--- config.mk ---
export PLATFORM = sky130hd
export DESIGN_NAME = branch_target_predictor
export DESIGN_NICKNAME = d
export VERILOG_FILES = /design/src/rtl/branch_target_predictor.sv
export SDC_FILE = /design/constraint.sdc
export NUM_CORES = 1
export LEC_CHECK = 0
export ABC_CLOCK_PERIOD_IN_PS = 3510
export CORE_MARGIN = 2
export CORE_UTILIZATION = 55
export DETAILED_ROUTE_END_ITERATION = 7
export HOLD_SLACK_MARGIN = 0.1
export PLACE_DENSITY_LB_ADDON = 0.12
export SLEW_MARGIN = 5
export SYNTH_ARGS = -nofsm -noshare
export SYNTH_HDL_FRONTEND = slang
export SYNTH_SLANG_ARGS = --single-unit
export TNS_END_PERCENT = 1
--- constraint.sdc ---
create_clock -name clk -period 3.51 [get_ports clk]
set_clock_uncertainty 0.05 [all_clocks]
set_input_delay 0.351 -clock clk [delete_from_list [all_inputs] [get_ports clk]]
set_output_delay 0.351 -clock clk [all_outputs]
set_load 0.1 [all_outputs]
--- src/rtl/branch_target_predictor.sv ---
// Direct-mapped branch target buffer with per-entry saturating direction counters.
// Fetch lookup is combinational; execute trains the table; flush sweeps every entry.
module branch_target_predictor #(
    parameter int ADDR_WIDTH    = 16,
    parameter int ENTRIES       = 16,
    parameter int COUNTER_WIDTH = 2,
    parameter int STAT_WIDTH    = 16
) (
    input  logic                  clk,
    input  logic                  rst_n,
    input  logic [ADDR_WIDTH-1:0] lookup_pc,
    output logic                  predict_hit,
    output logic                  predict_taken,
    output logic [ADDR_WIDTH-1:0] predict_next_pc,
    input  logic                  update_en,
    input  logic [ADDR_WIDTH-1:0] update_pc,
    input  logic                  update_taken,
    input  logic [ADDR_WIDTH-1:0] update_target,
    input  logic                  update_mispredict,
    input  logic                  flush,
    output logic                  busy,
    output logic [STAT_WIDTH-1:0] update_count,
    output logic [STAT_WIDTH-1:0] mispredict_count
);
    localparam int INDEX_BITS = $clog2(ENTRIES);
    localparam int TAG_BITS   = ADDR_WIDTH - INDEX_BITS;

    localparam logic [COUNTER_WIDTH-1:0] CNT_MAX            = '1;
    localparam logic [COUNTER_WIDTH-1:0] CNT_WEAK_TAKEN     = COUNTER_WIDTH'(1 << (COUNTER_WIDTH - 1));
    localparam logic [COUNTER_WIDTH-1:0] CNT_WEAK_NOT_TAKEN = COUNTER_WIDTH'((1 << (COUNTER_WIDTH - 1)) - 1);
    localparam logic [7:0]               LAST_PTR           = 8'(ENTRIES - 1);

    typedef enum logic {
        IDLE,
        CLEAR
    } state_t;

    state_t                 state_reg;
    logic [7:0]             clr_ptr_reg;
    logic                   busy_reg;
    logic [STAT_WIDTH-1:0]  update_count_reg;
    logic [STAT_WIDTH-1:0]  mispredict_count_reg;

    logic [ENTRIES-1:0]       valid_vec;
    logic [COUNTER_WIDTH-1:0] counter_arr [ENTRIES];
    logic [TAG_BITS-1:0]      tag_mem     [ENTRIES];
    logic [ADDR_WIDTH-1:0]    target_mem  [ENTRIES];

    logic [INDEX_BITS-1:0]    lookup_idx;
    logic [TAG_BITS-1:0]      lookup_tag;
    logic                     lookup_match;

    logic [INDEX_BITS-1:0]    upd_idx;
    logic [TAG_BITS-1:0]      upd_tag;
    logic                     upd_match;
    logic [COUNTER_WIDTH-1:0] upd_counter;
    logic [COUNTER_WIDTH-1:0] counter_next;
    logic                     update_accept;
    logic                     entry_write;
    logic                     target_write;

    assign lookup_idx = lookup_pc[INDEX_BITS-1:0];
    assign lookup_tag = lookup_pc[ADDR_WIDTH-1:INDEX_BITS];
    assign upd_idx    = update_pc[INDEX_BITS-1:0];
    assign upd_tag    = update_pc[ADDR_WIDTH-1:INDEX_BITS];

    // Fetch-side prediction; suppressed while the table is being swept.
    always_comb begin
        lookup_match    = valid_vec[lookup_idx] && (tag_mem[lookup_idx] == lookup_tag);
        predict_hit     = lookup_match && !busy_reg;
        predict_taken   = predict_hit && counter_arr[lookup_idx][COUNTER_WIDTH-1];
        predict_next_pc = predict_taken ? target_mem[lookup_idx]
                                        : lookup_pc + ADDR_WIDTH'(1);
    end

    assign update_accept = update_en && !busy_reg;
    assign upd_match     = valid_vec[upd_idx] && (tag_mem[upd_idx] == upd_tag);
    assign upd_counter   = counter_arr[upd_idx];
    // A not-taken miss leaves the table alone; anything else writes the entry.
    assign entry_write   = update_accept && (upd_match || update_taken);
    assign target_write  = update_accept && update_taken;

    always_comb begin
        counter_next = CNT_WEAK_TAKEN;
        if (upd_match) begin
            if (update_taken) begin
                counter_next = (upd_counter == CNT_MAX) ? upd_counter : upd_counter + 1'b1;
            end else begin
                counter_next = (upd_counter == '0) ? upd_counter : upd_counter - 1'b1;
            end
        end
    end

    // Tag and target need no reset: they are only trusted behind a valid bit.
    always_ff @(posedge clk) begin
        if (target_write) begin
            tag_mem[upd_idx]    <= upd_tag;
            target_mem[upd_idx] <= update_target;
        end
    end

    genvar gi;
    generate
        for (gi = 0; gi < ENTRIES; gi++) begin : g_entry
            logic                     valid_reg;
            logic [COUNTER_WIDTH-1:0] counter_reg;
            logic                     clear_sel;
            logic                     write_sel;

            assign clear_sel = (state_reg == CLEAR) && (clr_ptr_reg == 8'(gi));
            assign write_sel = entry_write && (upd_idx == INDEX_BITS'(gi));

            always_ff @(posedge clk or negedge rst_n) begin
                if (!rst_n) begin
                    valid_reg   <= 1'b0;
                    counter_reg <= CNT_WEAK_NOT_TAKEN;
                end else if (clear_sel) begin
                    valid_reg   <= 1'b0;
                    counter_reg <= CNT_WEAK_NOT_TAKEN;
                end else if (write_sel) begin
                    valid_reg   <= 1'b1;
                    counter_reg <= counter_next;
                end
            end

            assign valid_vec[gi]   = valid_reg;
            assign counter_arr[gi] = counter_reg;
        end
    endgenerate

    // Flush sequencer: one entry cleared per cycle; a new flush restarts the sweep.
    always_ff @(posedge clk or negedge rst_n) begin
        if (!rst_n) begin
            state_reg   <= IDLE;
            clr_ptr_reg <= 8'd0;
            busy_reg    <= 1'b0;
        end else begin
            case (state_reg)
                IDLE: begin
                    if (flush) begin
                        state_reg   <= CLEAR;
                        clr_ptr_reg <= 8'd0;
                        busy_reg    <= 1'b1;
                    end
                end
                CLEAR: begin
                    if (flush) begin
                        clr_ptr_reg <= 8'd0;
                    end else if (clr_ptr_reg == LAST_PTR) begin
                        state_reg   <= IDLE;
                        clr_ptr_reg <= 8'd0;
                        busy_reg    <= 1'b0;
                    end else begin
                        clr_ptr_reg <= clr_ptr_reg + 8'd1;
                    end
                end
                default: begin
                    state_reg   <= IDLE;
                    clr_ptr_reg <= 8'd0;
                    busy_reg    <= 1'b0;
                end
            endcase
        end
    end

    always_ff @(posedge clk or negedge rst_n) begin
        if (!rst_n) begin
            update_count_reg     <= '0;
            mispredict_count_reg <= '0;
        end else if (update_accept) begin
            if (update_count_reg != '1) begin
                update_count_reg <= update_count_reg + 1'b1;
            end
            if (update_mispredict && (mispredict_count_reg != '1)) begin
                mispredict_count_reg <= mispredict_count_reg + 1'b1;
            end
        end
    end

    assign busy             = busy_reg;
    assign update_count     = update_count_reg;
    assign mispredict_count = mispredict_count_reg;

endmodule

==> flow_summary.ini <==
[clock_network]
cts_root_buffer = clkbuf_16
clock_path_buffers = 3
cts_tree = done
clkSinkCount = 538
numCtsBuffers = 56
cts-htree-levels = 2
clk-insertion-delay-late_ns = 0.63
path_clk_slew_ns = 0.06

[place]
io_buffers = 104
gp_congestion = 0.865
placedInstanceArea_um2 = 27200
place_hpwl_mm = 38.8

[timing]
period_needed_ns = 3.91
setup_viol = 17
fin_crit_sh_pct = 112
drv_slew = 0
fin_ws_ns = -0.405
hold-worst-slack_ns = 0.382
finalHoldViolCount = 0
fmax_mhz = 255
grt_setup_unrepaired = true
timing.max_slew.rel_slack_pct = 31.4
tightest_slew_ns = 1.03

[yosys]
synth_cells = 1438
ys_seq_area_share_pct = 64.2
synth_seq_cells = 538
async_reset_ff_share_pct = 16.7
synth_area_um2 = 24500
synth_ff_type = edfxtp_1
synth.net_count = 1499
synth.distinct_cells = 63
synth_edf_count = 448
yosysWarnings = 0
syn_area_per_cell_um2 = 17.0

[drt]
wl_per_cell_um = 27.7
met2_length_mm = 31.3
drc = 0
vias_per_cell = 6.35
dr_total_vias = 14400
wl_met1_mm = 25.1
wl_met3_mm = 4.78
first_pass_iters = 5
first_iter_violations = 1422
dr.max_layer_used = met4
ant_nets = 0
finalWirelength_mm = 62.9

[grt]
antenna_found_initial = 0
grt_pass1_vias = 14800
grt_pass1_wl_mm = 93.8
grt_max_degree = 77
grt_overflow = 0
grt_usage_pct = 27.7

[outcome]
outcome = finished with violations
violations = negative setup slack

[cells_and_area]
largest_register_ffs = 256
post-route-cell-area_um2 = 29100
drive_above_1_share_pct = 28.0
nets = 1691
area_growth_pct = 18.8
antenna_cells = 0
final_util_pct = 66.0

[floorplanning]
start_util_pct = 55.5
die-width_um = 215
die_y_um = 215
pin_count = 105
core_area_um2 = 44100
rows = 77
dieArea_um2 = 46200

[setup_path]
r2r_start = tag_mem[15][5]
path_max_fanout = 8
cp.required_ns = 3.11
reg2reg_to = g_entry[13].counter_reg[1]
r2r_cells = 11
ff2ff_setup_slack_ns = 0.47
worstPathArrival_ns = 3.51
end_kind = primary output
crit_type = reg -> out
startpoint_type = flip-flop

[pwr]
net-switching-power_mw = 4.18
clkPwrFrac_pct = 38.2
p_int_mw = 11.5
peakVddDrop_v = 0.000574
p_seq_share_pct = 47.2
pwr-share-comb_pct = 14.6
p_per_area_nw_per_um2 = 540
swShare_pct = 26.6
leakagePower_nw = 9.99

[hold_path]
hold_path_depth = 2
hp-class = in -> reg
min_to = clr_ptr_reg[1]
min_from = flush

[run]
drv_cap = 0
==> routing by layer <==
metal / up-vias / GRT usage [%]
met5: - / 0
met3: 98 / 5.14
li1: 6155 / -
met2: 602 / 45.3
met4: 0 / 8.92
met1: 7563 / 38.3
==> cell usage in the layout (no fill, tap or decap), types with 16 or more instances in the layout <==
cell type        instances
a21oi_1                 20
buf_12                  45
buf_4                   84
clkbuf_1                16
clkbuf_16               56
clkdlybuf4s50_1         78
dfrtp_1                 74
dfstp_2                 16
edfxtp_1               448
mux2i_1                 74
mux4_2                 182
nand2_1                 76
nand3_1                 65
nor2_1                  57
o21a_1                  26
o21ai_0                 38
xnor2_1                 53
xor2_1                  19
==> timing repair <==
| action | CTS | global route |
|---|---|---|
| gates resized for setup | 13 | 1 |
| endpoints found under the hold margin | 58 | 0 |
| pin swaps | 4 | 1 |
| buffers inserted | 0 | 0 |
| hold buffers | 1 | 0 |
| setup endpoints to repair | 18 | 18 |
==> cells in the mapped netlist (12+ instances only) <==
| master | instances | share of area [%] |
|---|---|---|
| edfxtp_1 | 448 | 55 |
| mux4_2 | 182 | 17 |
| nand2_1 | 76 | 1.2 |
| dfrtp_1 | 74 | 7.6 |
| mux2i_1 | 74 | 3.0 |
| nand3_1 | 66 | 1.3 |
| nor2_1 | 57 | 0.87 |
| xnor2_1 | 54 | 1.9 |
| o21ai_0 | 45 | 0.92 |
| o21a_1 | 26 | 0.80 |
| inv_1 | 24 | 0.37 |
| clkbuf_1 | 23 | 0.35 |
| a21oi_1 | 20 | 0.41 |
| xor2_1 | 19 | 0.68 |
| buf_2 | 17 | 0.35 |
| dfstp_2 | 16 | 1.7 |
| buf_1 | 15 | 0.23 |
| nand4_1 | 15 | 0.38 |
| nor2b_1 | 15 | 0.38 |
| and3_1 | 13 | 0.33 |
| buf_4 | 13 | 0.40 |
| nor3_1 | 13 | 0.27 |
| mux2_2 | 12 | 0.55 |
==> worst max path at each step <==
stage | start | end | slack (ns) | cells past startpoint
5_1_grt | tag_mem[14][3] | predict_next_pc[15] | -0.53 | 10
6_report | tag_mem[15][2] | predict_next_pc[15] | -0.40 | 9
4_1_cts | tag_mem[14][10] | predict_next_pc[15] | -0.45 | 10
2_1_floorplan | lookup_pc[0] | predict_next_pc[13] | -0.90 | 13
3_5_place_dp | lookup_pc[0] | predict_next_pc[15] | -0.25 | 12
3_3_place_gp | lookup_pc[0] | predict_next_pc[13] | -0.22 | 13
==> cell families after synthesis <==
| logic type | Yosys count | synth area share [%] |
|---|---|---|
| adder cells (fa/ha/maj) | 8 | 0.403 |
| flip-flops | 538 | 64.2 |
| buffers and inverters | 104 | 2.31 |
| AO/OA/AOI/OAI | 155 | 4.28 |
| multiplexers | 270 | 20.4 |
| XOR/XNOR | 73 | 2.61 |
| AND/OR/NAND/NOR | 290 | 5.78 |
==> power by group through the flow <==
stage,logic (mW),clock network [mW],registers (mW)
2_1_floorplan,1.06,0,7.96
3_3_place_gp,2.26,0,7.54
3_5_place_dp,2.29,0,7.55
4_1_cts,2.31,6.09,7.42
5_1_grt,2.43,6.32,7.45
6_report,2.30,6.01,7.42
==> stage by stage <==
step / cells / TNS, ns / setup slack [ns] / total power, mW
3_3_place_gp: 2163 / -2.69 / -0.220 / 9.80
3_5_place_dp: 2163 / -3.10 / -0.250 / 9.83
6_report: 2269 / -5.56 / -0.405 / 15.7
2_1_floorplan: 1438 / -46.30 / -0.897 / 9.02
5_1_grt: 2269 / -7.85 / -0.532 / 16.2
4_1_cts: 2269 / -6.37 / -0.452 / 15.8
==> area by class of cell <==
cell class,instances,area (um2)
clock inverter,28,352
multi-input combinational,796,8290
sequential,538,15700
tap,592,741
timing repair buffer,214,2380
inverter,24,90.1
clock buffer,77,1530
fill,3168,15000
==> worst max-delay path: stages (launching register included) <==
cell and delay [ns]:
edfxtp_1 0.40, mux4_2 0.49, mux4_2 0.54, xnor2_2 0.18, nand3_2 0.12, nor4_4 0.27
and2_4 0.25, buf_12 0.14, mux2_4 0.32, buf_12 0.17
(Power assumes the default switching activity.)
